[config.mk]
export PLATFORM = sky130hd
export DESIGN_NAME = lcd_request_arbiter
export DESIGN_NICKNAME = d
export VERILOG_FILES = /design/src/rtl/lcd_request_arbiter_pkg.sv /design/src/rtl/lcd_request_arbiter_watchdog.sv /design/src/rtl/lcd_request_arbiter.sv
export SDC_FILE = /design/constraint.sdc
export NUM_CORES = 1
export LEC_CHECK = 0
export ABC_AREA = 1
export BUFFER_PORTS_ARGS = -buffer_cell sky130_fd_sc_hd__buf_2
export CAP_MARGIN = 10
export CORE_ASPECT_RATIO = 1.4
export CORE_MARGIN = 2
export CORE_UTILIZATION = 40
export CTS_BUF_LIST = sky130_fd_sc_hd__clkbuf_16
export CTS_CLUSTER_DIAMETER = 80
export CTS_CLUSTER_SIZE = 25
export DETAILED_ROUTE_END_ITERATION = 12
export PLACE_DENSITY = 0.73
export SLEW_MARGIN = 20
export SYNTH_ARGS = -nofsm -noshare
export SYNTH_HDL_FRONTEND = slang
export SYNTH_SLANG_ARGS = --single-unit
[constraint.sdc]
create_clock -name Clk -period 2.37 [get_ports Clk]
set_clock_uncertainty 0.05 [all_clocks]
set_input_delay 0.237 -clock Clk [delete_from_list [all_inputs] [get_ports Clk]]
set_output_delay 0.237 -clock Clk [all_outputs]
set_load 0.01 [all_outputs]
[src/rtl/lcd_request_arbiter_pkg.sv]
// Shared definitions for the LCD request arbiter.
//   - State encoding for the IDLE -> GRANT -> HOLD controller.
//   - Default payload width and abort-counter width.
package lcd_request_arbiter_pkg;

  localparam logic [1:0] IDLE_ENC  = 2'b00;
  localparam logic [1:0] GRANT_ENC = 2'b01;
  localparam logic [1:0] HOLD_ENC  = 2'b10;

  typedef enum logic [1:0] {
    IDLE  = IDLE_ENC,
    GRANT = GRANT_ENC,
    HOLD  = HOLD_ENC
  } state_t;

  localparam int DEFAULT_DW = 16;
  localparam int DROP_W     = 4;

endpackage

[src/rtl/lcd_request_arbiter_watchdog.sv]
// lcd_ack_watchdog: counts cycles spent waiting for the LCD writer.
// Ports:
//   clk    in  clock, rising edge
//   rst    in  synchronous active-high reset
//   clr    in  restart the count (asserted on the grant cycle)
//   en     in  count this cycle (controller is in GRANT)
//   expire out combinational; high while enabled and count == TIMEOUT-1
module lcd_ack_watchdog #(
  parameter int TIMEOUT = 5000
) (
  input  logic clk,
  input  logic rst,
  input  logic clr,
  input  logic en,
  output logic expire
);

  localparam int CW = $clog2(TIMEOUT + 1);
  localparam logic [CW-1:0] LAST = CW'(TIMEOUT - 1);

  logic [CW-1:0] cnt;

  always_ff @(posedge clk) begin
    if (rst) begin
      cnt <= '0;
    end else if (clr) begin
      cnt <= '0;
    end else if (en && (cnt != LAST)) begin
      // Holding at LAST keeps the counter from ever wrapping.
      cnt <= cnt + CW'(1);
    end
  end

  assign expire = en && (cnt == LAST);

endmodule

[src/rtl/lcd_request_arbiter.sv]
// lcd_request_arbiter: shares one LCD writer between the reaction timer
// (requester 0) and the score/statistics block (requester 1).
// Round-robin on simultaneous requests, payload latched at grant, one
// transaction at a time, watchdog abort if the LCD never acknowledges.
// Ports:
//   Clk, Rst            clock / synchronous active-high reset
//   Req0/Data0/Ack0     requester 0 level request, payload, done pulse
//   Req1/Data1/Ack1     requester 1 level request, payload, done pulse
//   LCDUpdate           high for the whole granted transaction
//   LCDData / LCDSrc    latched winner payload and index
//   LCDAck              LCD writer done (only honoured in GRANT)
//   Busy                controller not idle
//   TimeoutErr          sticky abort flag
//   DropCount           saturating abort count
module lcd_request_arbiter
  import lcd_request_arbiter_pkg::*;
#(
  parameter int DW      = DEFAULT_DW,
  parameter int TIMEOUT = 5000
) (
  input  logic              Clk,
  input  logic              Rst,
  input  logic              Req0,
  input  logic [DW-1:0]     Data0,
  output logic              Ack0,
  input  logic              Req1,
  input  logic [DW-1:0]     Data1,
  output logic              Ack1,
  output logic              LCDUpdate,
  output logic [DW-1:0]     LCDData,
  output logic              LCDSrc,
  input  logic              LCDAck,
  output logic              Busy,
  output logic              TimeoutErr,
  output logic [DROP_W-1:0] DropCount
);

  state_t state;
  logic   ptr;
  logic   win;
  logic   grant_now;
  logic   wd_expire;

  function automatic logic [DROP_W-1:0] sat_inc(input logic [DROP_W-1:0] v);
    return (v == '1) ? v : v + DROP_W'(1);
  endfunction

  // Single request wins outright; a tie goes to the round-robin pointer.
  always_comb begin
    win = (Req0 && Req1) ? ptr : Req1;
  end

  assign grant_now = (state == IDLE) && (Req0 || Req1);

  lcd_ack_watchdog #(
    .TIMEOUT (TIMEOUT)
  ) u_watchdog (
    .clk    (Clk),
    .rst    (Rst),
    .clr    (grant_now),
    .en     (state == GRANT),
    .expire (wd_expire)
  );

  always_ff @(posedge Clk) begin
    if (Rst) begin
      state      <= IDLE;
      ptr        <= 1'b0;
      LCDUpdate  <= 1'b0;
      LCDData    <= '0;
      LCDSrc     <= 1'b0;
      Ack0       <= 1'b0;
      Ack1       <= 1'b0;
      Busy       <= 1'b0;
      TimeoutErr <= 1'b0;
      DropCount  <= '0;
    end else begin
      case (state)
        IDLE: begin
          if (grant_now) begin
            LCDData   <= win ? Data1 : Data0;
            LCDSrc    <= win;
            LCDUpdate <= 1'b1;
            Busy      <= 1'b1;
            state     <= GRANT;
          end
        end
        GRANT: begin
          // An ack arriving on the expiry cycle counts as a normal finish.
          if (LCDAck || wd_expire) begin
            LCDUpdate <= 1'b0;
            if (LCDSrc) Ack1 <= 1'b1;
            else        Ack0 <= 1'b1;
            ptr   <= ~LCDSrc;
            state <= HOLD;
            if (!LCDAck) begin
              TimeoutErr <= 1'b1;
              DropCount  <= sat_inc(DropCount);
            end
          end
        end
        HOLD: begin
          // Gives the requester one cycle to drop Req after its Ack.
          Ack0  <= 1'b0;
          Ack1  <= 1'b0;
          Busy  <= 1'b0;
          state <= IDLE;
        end
        default: begin
          state <= IDLE;
        end
      endcase
    end
  end

endmodule

==> metrics.txt, run 1 <==
antenna-violating nets left 0; fin nets around 400; Die Span Y 90.0 µm; Port Buffers 62; Adder-Cell Fraction of Synth Area under 10%; Top delay family on crit path simple AND/OR/NAND/NOR gates; data arrival time of the critical path 1.89 ns; Worst-Margin Slew between 0.6 and 0.7 ns; # diodes 0; via/cell ratio around 4.9; Post-synth EDFFs 0; Synth Area in Compound Gates between 10% and 20%; share of layout cells above drive strength 1 25.5%; final hold slack a little over 0.2 ns; final critical-path share of the clock period around 76%; hold buffers post-CTS 0; commonest cells after routing, fill and taps aside nand2_1 (88), buf_2 (62), nor2_1 (58); area delta synth->final 25.3%; clock-pin slew on the worst setup and hold paths around 0.06 ns; area of the core roughly 5100 µm²; Post-Place Setup Slack between 0.5 and 0.6 ns; Hold Startpoint Data1[7]; Placer Congestion 0.818; commonest non-fill, non-tap cell in the layout nand2_1; syn nets around 340; final worst slack approximately 0.58 ns; Slowest-stage cell, CP dfxtp_1; upper clock frequency limit about 560 MHz; Die Span X 65.4 µm; worst hold path type primary input to register; Mapped Cells 300; share of flip-flops with an asynchronous set or reset 0%; final WL approximately 5000 µm; Worst Path Buf+Inv 1; pwr/cell area around 700 nW/µm²; largest net degree at the start of global routing 20; CTS sink count between 40 and 50; Hold Path End LCDData[7]; Mapped Area 2110 µm²; gr usage total 17.3%; Synth Area in Simple Gates a little over a third; VDD IR-drop max around 500 µV; Seq/Total Area, Yosys between 30% and 40%; Wirelength per Cell approximately 11 µm; vias in the first global route 1984; R2R cell count 8; Min-Delay Path Depth 3; setup repair bufs after CTS 0; Tmin final 1.79 ns; initial core utilization roughly two fifths; final setup TNS 0 ns; CTS Buf Count 5; DP HPWL between 3000 and 4000 µm; post-cts resize count 0; largest stage delay on the critical path between 0.4 and 0.5 ns; synth unique cells 24; WP data required approximately 2.5 ns; Final Hold Viols 0; Ys Warns 0; Max-slew headroom roughly 60%; Rows 31; worst setup path class register to register; CTS Buffer Depth 2; global-route wire length before repair between 8000 and 9000 µm; DRC 0; root buffer cell clkbuf_16; Post-Synth XOR/XNOR Area between 3 and 4%; Synth Flop Type dfxtp_1; die area approximately 5900 µm²; Initial DRC Count 70; CP Launch Type register; Synth Register Bits 42; initial antenna violation count 0; status finished clean; R2R Setup Slk between 0.5 and 0.6 ns; Vias ~2100; CP max FO 15; final setup fails 0; Mean Syn Cell Area slightly above 7 µm²; multiplexer share of the synthesized area 0%; clk_lat worst skew roughly 0.28 ns; Critical Path End Type register; H-tree levels 2; # Max-Cap Violations 0; total grt overflow 0; router iterations before antenna repair 4; Max Transition Viols Final 0; RR Endpoint u_watchdog.cnt[5]; RSZ-0062 raised after global routing false; TritonCTS clock tree yes; crit path cell chain ha_1 -> nand2_2 -> nor2_2 -> nand3_2 -> nand2_4 -> inv_2 -> nand2_1 -> a21oi_2; main combinational cell family by area after synthesis simple AND/OR/NAND/NOR gates; RR Startpoint u_watchdog.cnt[0]; Lkg Pwr 1.15 nW; Top-Level Pins between 60 and 70; Final Core Density about half
[worst min-delay path: cells and delay by family]
kind | cells | cell delay [ns]
buf+inv | 1 | 0.09
simple gates | 1 | 0.09
compound gates | 1 | 0.07
[kinds of logic (layout without fill, tap and decap cells)]
kind of cell / Yosys count / in the layout
AND/OR/NAND/NOR: 177 / 177
flip-flops: 42 / 42
AO/OA/AOI/OAI: 37 / 37
buffers and inverters: 34 / 98
XOR/XNOR: 8 / 8
adder cells (fa/ha/maj): 2 / 2
[cells in the mapped netlist, types with 2 or more instances]
cell type	n	share of area [%]
a21oi_1	9	2.1
a21oi_2	9	3.7
buf_2	5	1.2
buf_6	2	1.1
clkinv_1	2	0.36
dfxtp_1	42	40
ha_1	2	1.2
inv_1	23	4.1
nand2_1	88	16
nand2_2	4	1.2
nand3_1	11	2.6
nand4_1	9	2.7
nor2_1	58	10
nor2_2	3	0.89
o21ai_0	3	0.71
o31ai_1	16	5.7
xor2_1	7	2.9
[stage by stage]
stage	std cells	total power, mW	area [µm²]
detailed placement	422	1.03	2450
global route	430	1.98	2650
global placement	422	1.03	2450
floorplan	300	0.952	2110
finish	430	1.90	2650
CTS	430	1.92	2650
[routing by layer]
layer,part of all wire [%],GRT usage (%),vias to the layer above
li1,-,-,1089
met1,42,19.8,932
met2,51,31.2,71
met3,5.9,3.25,5
met4,1.2,5.73,0
met5,0,0,-
[worst max-delay path by stage]
stage | startpoint | endpoint | slack [ns] | depth (start not counted)
after floorplan | u_watchdog.cnt[0] | u_watchdog.cnt[10] | 0.82 | 9
after global placement | u_watchdog.cnt[0] | u_watchdog.cnt[6] | 0.64 | 8
after detailed placement | u_watchdog.cnt[0] | u_watchdog.cnt[5] | 0.58 | 8
after CTS | u_watchdog.cnt[0] | u_watchdog.cnt[8] | 0.57 | 8
after global routing | u_watchdog.cnt[0] | u_watchdog.cnt[7] | 0.43 | 8
final | u_watchdog.cnt[0] | u_watchdog.cnt[5] | 0.58 | 8
[final cells by class]
| cell class | count | area (µm²) |
|---|---|---|
| Fill cell | 540 | 2470 |
| Sequential cell | 42 | 841 |
| Tap cell | 66 | 82.6 |
| Clock inverter | 3 | 68.8 |
| Clock buffer | 5 | 125 |
| Timing Repair Buffer | 64 | 325 |
| Inverter | 26 | 97.6 |
| Multi-Input combinational cell | 224 | 1110 |
[flip-flops by register name, indices dropped and copies added, names as in the netlist, 2 cells and up]
register and cells:
LCDData 16, u_watchdog.cnt 13, state 2, DropCount 4
[report_power, final]
group	total, mW	internal, mW	switching (mW)
combinational	0.238	0.0909	0.147
sequential	0.780	0.753	0.0265
clock	0.887	0.605	0.282
No activity file was read; power rests on OpenSTA's default activity.
==> inputs of run 2 (changes only) <==
clock period = 1.75 ns   (was 2.37 ns; I/O delays follow)
==> metrics.txt, run 2 (same netlist as run 1, synthesis figures left out) <==
Top-Level Pins 63; clk_lat worst skew between 0.2 and 0.3 ns; commonest non-fill, non-tap cell in the layout nand2_1; TritonCTS clock tree yes; area of the core between 5000 and 6000 µm²; initial antenna violation count 0; pwr/cell area 916 nW/µm²; largest stage delay on the critical path around 0.38 ns; upper clock frequency limit ~650 MHz; VDD IR-drop max roughly 710 µV; Slowest-stage cell, CP dfxtp_2; commonest cells after routing, fill and taps aside nand2_1 (88), buf_2 (62), nor2_1 (58); CP max FO 13; Vias ~2100; total grt overflow 0; Largest Register LCDData; Final Power approximately 2.4 mW; data arrival time of the critical path ~1.7 ns; status finished clean; Initial DRC Count 32; Worst-Margin Slew 0.473 ns; Tmin final approximately 1.5 ns; final setup TNS 0 ns; DRC 0; final critical-path share of the clock period 88.5%; Max Transition Viols Final 0; Critical Path End Type register; Placer Congestion ~0.82; M2 GR Usage 32.2%; fillers between 500 and 600; CP Launch Type register; Min-Delay Path Depth 3; Worst Path Buf+Inv 1; Largest regs LCDData (16), u_watchdog.cnt (13), DropCount (4); # Max-Cap Violations 0; Rows 31; worst setup path class register to register; final setup fails 0; CTS Buf Count 5; antenna-violating nets left 0; Lkg Pwr ~1.2 nW; CTS sink count 42; initial core utilization just over 40%; max FFs per register 16; WP data required approximately 1.9 ns; die area 5890 µm²; global-route wire length before repair just under 9000 µm; clock-pin slew on the worst setup and hold paths 0.06 ns; vias in the first global route about 2100; root buffer cell clkbuf_16; Final Hold Viols 0; area delta synth->final 26.1%; share of layout cells above drive strength 1 a little over a quarter; Max-slew headroom between 60% and 70%; fin nets about 410; gr usage total ~18%; busiest layer in global routing met2; M3 GR Usage 4.01%; router iterations before antenna repair 4; DP HPWL roughly 3600 µm; via/cell ratio between 4 and 5; M1 GR Usage 20.1%; largest net degree at the start of global routing 20; worst hold path type primary input to register; Die Span X 65.4 µm; Worst path depth 8; CTS Buffer Depth 2; Top delay family on crit path simple AND/OR/NAND/NOR gates; Wirelength per Cell roughly 11 µm; Port Buffers between 60 and 70; final hold slack between 0.1 and 0.15 ns; final WL just under 5000 µm; Die Span Y between 80 and 90 µm; R2R cell count 8; crit path cell chain ha_2 -> nand2_2 -> nor2_2 -> nand3_2 -> nand2_4 -> inv_2 -> nand2_1 -> a21oi_1; # diodes 0; RSZ-0062 raised after global routing false; H-tree levels 2
==> run 2: cell count changes in the layout (fill, tap and decap cells not counted), sizes merged <==
| cell | previous run | this run |
|---|---|---|
| inv | 24 | 25 |
| bufinv | 2 | 1 |
| buf | 64 | 69 |
==> run 2: layer usage <==
metal	routed length (µm)	vias to the layer above
met4	95	0
met1	2080	942
li1	-	1099
met3	274	9
met2	2420	66
met5	0	-
==> run 2: path summary, 6_finish.rpt <==
check / slack, ns / startpoint / end
max: 0.20 / u_watchdog.cnt[0] / u_watchdog.cnt[2]
min reg2reg: 0.41 / LCDData[15] / LCDData[15]
max reg2reg: 0.20 / u_watchdog.cnt[0] / u_watchdog.cnt[2]
min: 0.14 / Data1[8] / LCDData[8]
==> run 2: timing repair <==
| action | 4_1_cts | 5_1_grt |
|---|---|---|
| setup buffers | 0 | 0 |
| resized for setup | 0 | 2 |
| hold buffers | 0 | 0 |
| setup endpoints to repair | 0 | 17 |
| endpoints found under the hold margin | 0 | 0 |
==> run 2: tightest hold or removal path, cell delays in order <==
cell     delay (ns)
buf_2          0.09
nor2_1         0.09
o31ai_1        0.07
==> run 2: metrics by stage <==
stage                     std cells  instance area, µm²  util [%]  worst slack (ns)
after floorplan                 300                2110         -             0.198
after global placement          427                2490      48.6             0.188
after detailed placement        427                2490      48.6             0.124
after CTS                       435                2660      51.9            0.0996
after global routing            435                2660      52.0            0.0799
final                           435                2660      52.0             0.201
==> run 2: final cells by class <==
cell class,count,area (µm²),share of cell area [%]
multi-input cells,224,1110,41.6
inverters,26,97.6,3.67
clock inverters,3,43.8,1.64
flip-flops and latches,42,842,31.6
clock buffers,5,125,4.70
well taps,66,82.6,3.10
repair buffers,69,363,13.6
==> run 2: power by group <==
| group | switching, mW | internal [mW] | total (mW) |
|---|---|---|---|
| sequential | 0.0349 | 1.02 | 1.06 |
| combinational | 0.201 | 0.136 | 0.337 |
| clock | 0.372 | 0.675 | 1.05 |
==> inputs of run 3 (changes only) <==
GPL_TIMING_DRIVEN = 1   (was default)
RECOVER_POWER = 100   (was default)
==> metrics.txt, run 3 (same netlist as run 1, synthesis figures left out) <==
DP HPWL roughly 3600 µm; DRC 0; flip-flop and latch area between 800 and 900 µm²; Switching Share 25.2%; CTS sink count 42; Post-Place Cells between 400 and 500; Initial DRC Count 37; setup repair bufs after CTS 0; Final Power approximately 2.4 mW; fillers 552; CP Launch Type register; gr usage total between 10% and 20%; upper clock frequency limit roughly 640 MHz; WP data required about 1.9 ns; Tmin final 1.55 ns; final setup TNS 0 ns; fin cells 435; Die Span X ~65 µm; global-route wire length before repair between 8000 and 9000 µm; Max-slew headroom 68.1%; clk_lat worst skew between 0.2 and 0.3 ns; largest net degree at the start of global routing 20; area delta synth->final 23.5%; hold buffers post-CTS 0; Largest Register LCDData; status finished clean; commonest non-fill, non-tap cell in the layout nand2_1; Int Power ~1.8 mW; Net Switching between 600 and 700 µW; Largest regs LCDData (16), u_watchdog.cnt (13), DropCount (4); final WL 4860 µm; Final Hold Viols 0; clock power share a little over two fifths; Max Transition Viols Final 0; post-cts resize count 0; # diodes 0; Vias between 2000 and 2500; via/cell ratio just under 5; data arrival time of the critical path 1.66 ns; Worst-Margin Slew ~0.48 ns; pwr/cell area approximately 930 nW/µm²; router iterations before antenna repair 5; CP max FO 13; VDD IR-drop max slightly above 700 µV; commonest cells after routing, fill and taps aside nand2_1 (89), nor2_1 (59), dfxtp_1 (41); area of the core slightly above 5000 µm²; Rows 31; initial antenna violation count 0; multi-input gate area in the final layout approximately 1100 µm²; H-tree levels 2; final critical-path share of the clock period between 80% and 90%; clock-pin slew on the worst setup and hold paths 0.06 ns; CTS Buf Count 5; final hold slack 0.141 ns; share of layout cells above drive strength 1 between 10% and 20%; worst setup path class register to register; max FFs per register 16; TritonCTS clock tree yes; Port Buffers 62; vias in the first global route about 2100; antenna-violating nets left 0; Wirelength per Cell 11.2 µm; worst hold path type primary input to register; fin nets between 400 and 500; Top-Level Pins between 60 and 70; Comb pwr share between 10% and 20%; total grt overflow 0; Lkg Pwr about 1.1 nW; root buffer cell clkbuf_16; final setup fails 0; Reg power frac 43.6%; die area slightly below 6000 µm²; RSZ-0062 raised after global routing false; CTS Buffer Depth 2; Critical Path End Type register; Placer Congestion 0.818; # Max-Cap Violations 0; Die Span Y 90.0 µm; initial core utilization between 40% and 50%
run 3: metal layers:
| layer | up-vias | share of wire (%) | GRT usage [%] |
|---|---|---|---|
| met5 | - | 0 | 0 |
| met4 | 0 | 2.0 | 6.08 |
| met3 | 9 | 6.0 | 4.01 |
| met2 | 75 | 49 | 32.2 |
| met1 | 933 | 43 | 20.1 |
| li1 | 1098 | - | - |
run 3: worst paths after layout:
kind,from,slack (ns),endpoint,cells past startpoint
setup reg to reg,u_watchdog.cnt[0],0.20,u_watchdog.cnt[2],8
hold reg to reg,LCDData[15],0.41,LCDData[15],2
hold / removal,Rst,0.14,Ack1,2
setup / recovery,u_watchdog.cnt[0],0.20,u_watchdog.cnt[2],8
run 3: critical path: stages, from the launching register on:
cell and delay, ns:
dfxtp_2 0.38, ha_2 0.23, nand2_1 0.09, nor2_2 0.15, nand3_2 0.13, nand2_4 0.12, inv_2 0.12, nand2_1 0.10
a21oi_1 0.07
run 3: area by class of cell:
class | count | share of cell area, %
multi-input combinational | 224 | 41.7
sequential | 42 | 32.3
timing repair buffer | 69 | 12.6
clock buffer | 5 | 4.80
inverter | 26 | 3.74
tap | 66 | 3.17
clock inverter | 3 | 1.68
run 3: stage by stage:
| stage | area [µm²] | util (%) | worst slack (ns) |
|---|---|---|---|
| final | 2610 | 50.9 | 0.197 |
| after global routing | 2610 | 50.9 | 0.0433 |
| after CTS | 2660 | 51.9 | 0.0996 |
| after detailed placement | 2490 | 48.6 | 0.124 |
| after global placement | 2490 | 48.6 | 0.188 |
| after floorplan | 2110 | - | 0.198 |
run 3: power by group through the flow:
stage	logic, mW	clock network (mW)	registers, mW
floorplan	0.188	0	1.10
global placement	0.335	0	1.08
detailed placement	0.341	0	1.07
CTS	0.341	1.07	1.05
global route	0.357	1.11	1.07
finish	0.319	1.05	1.06
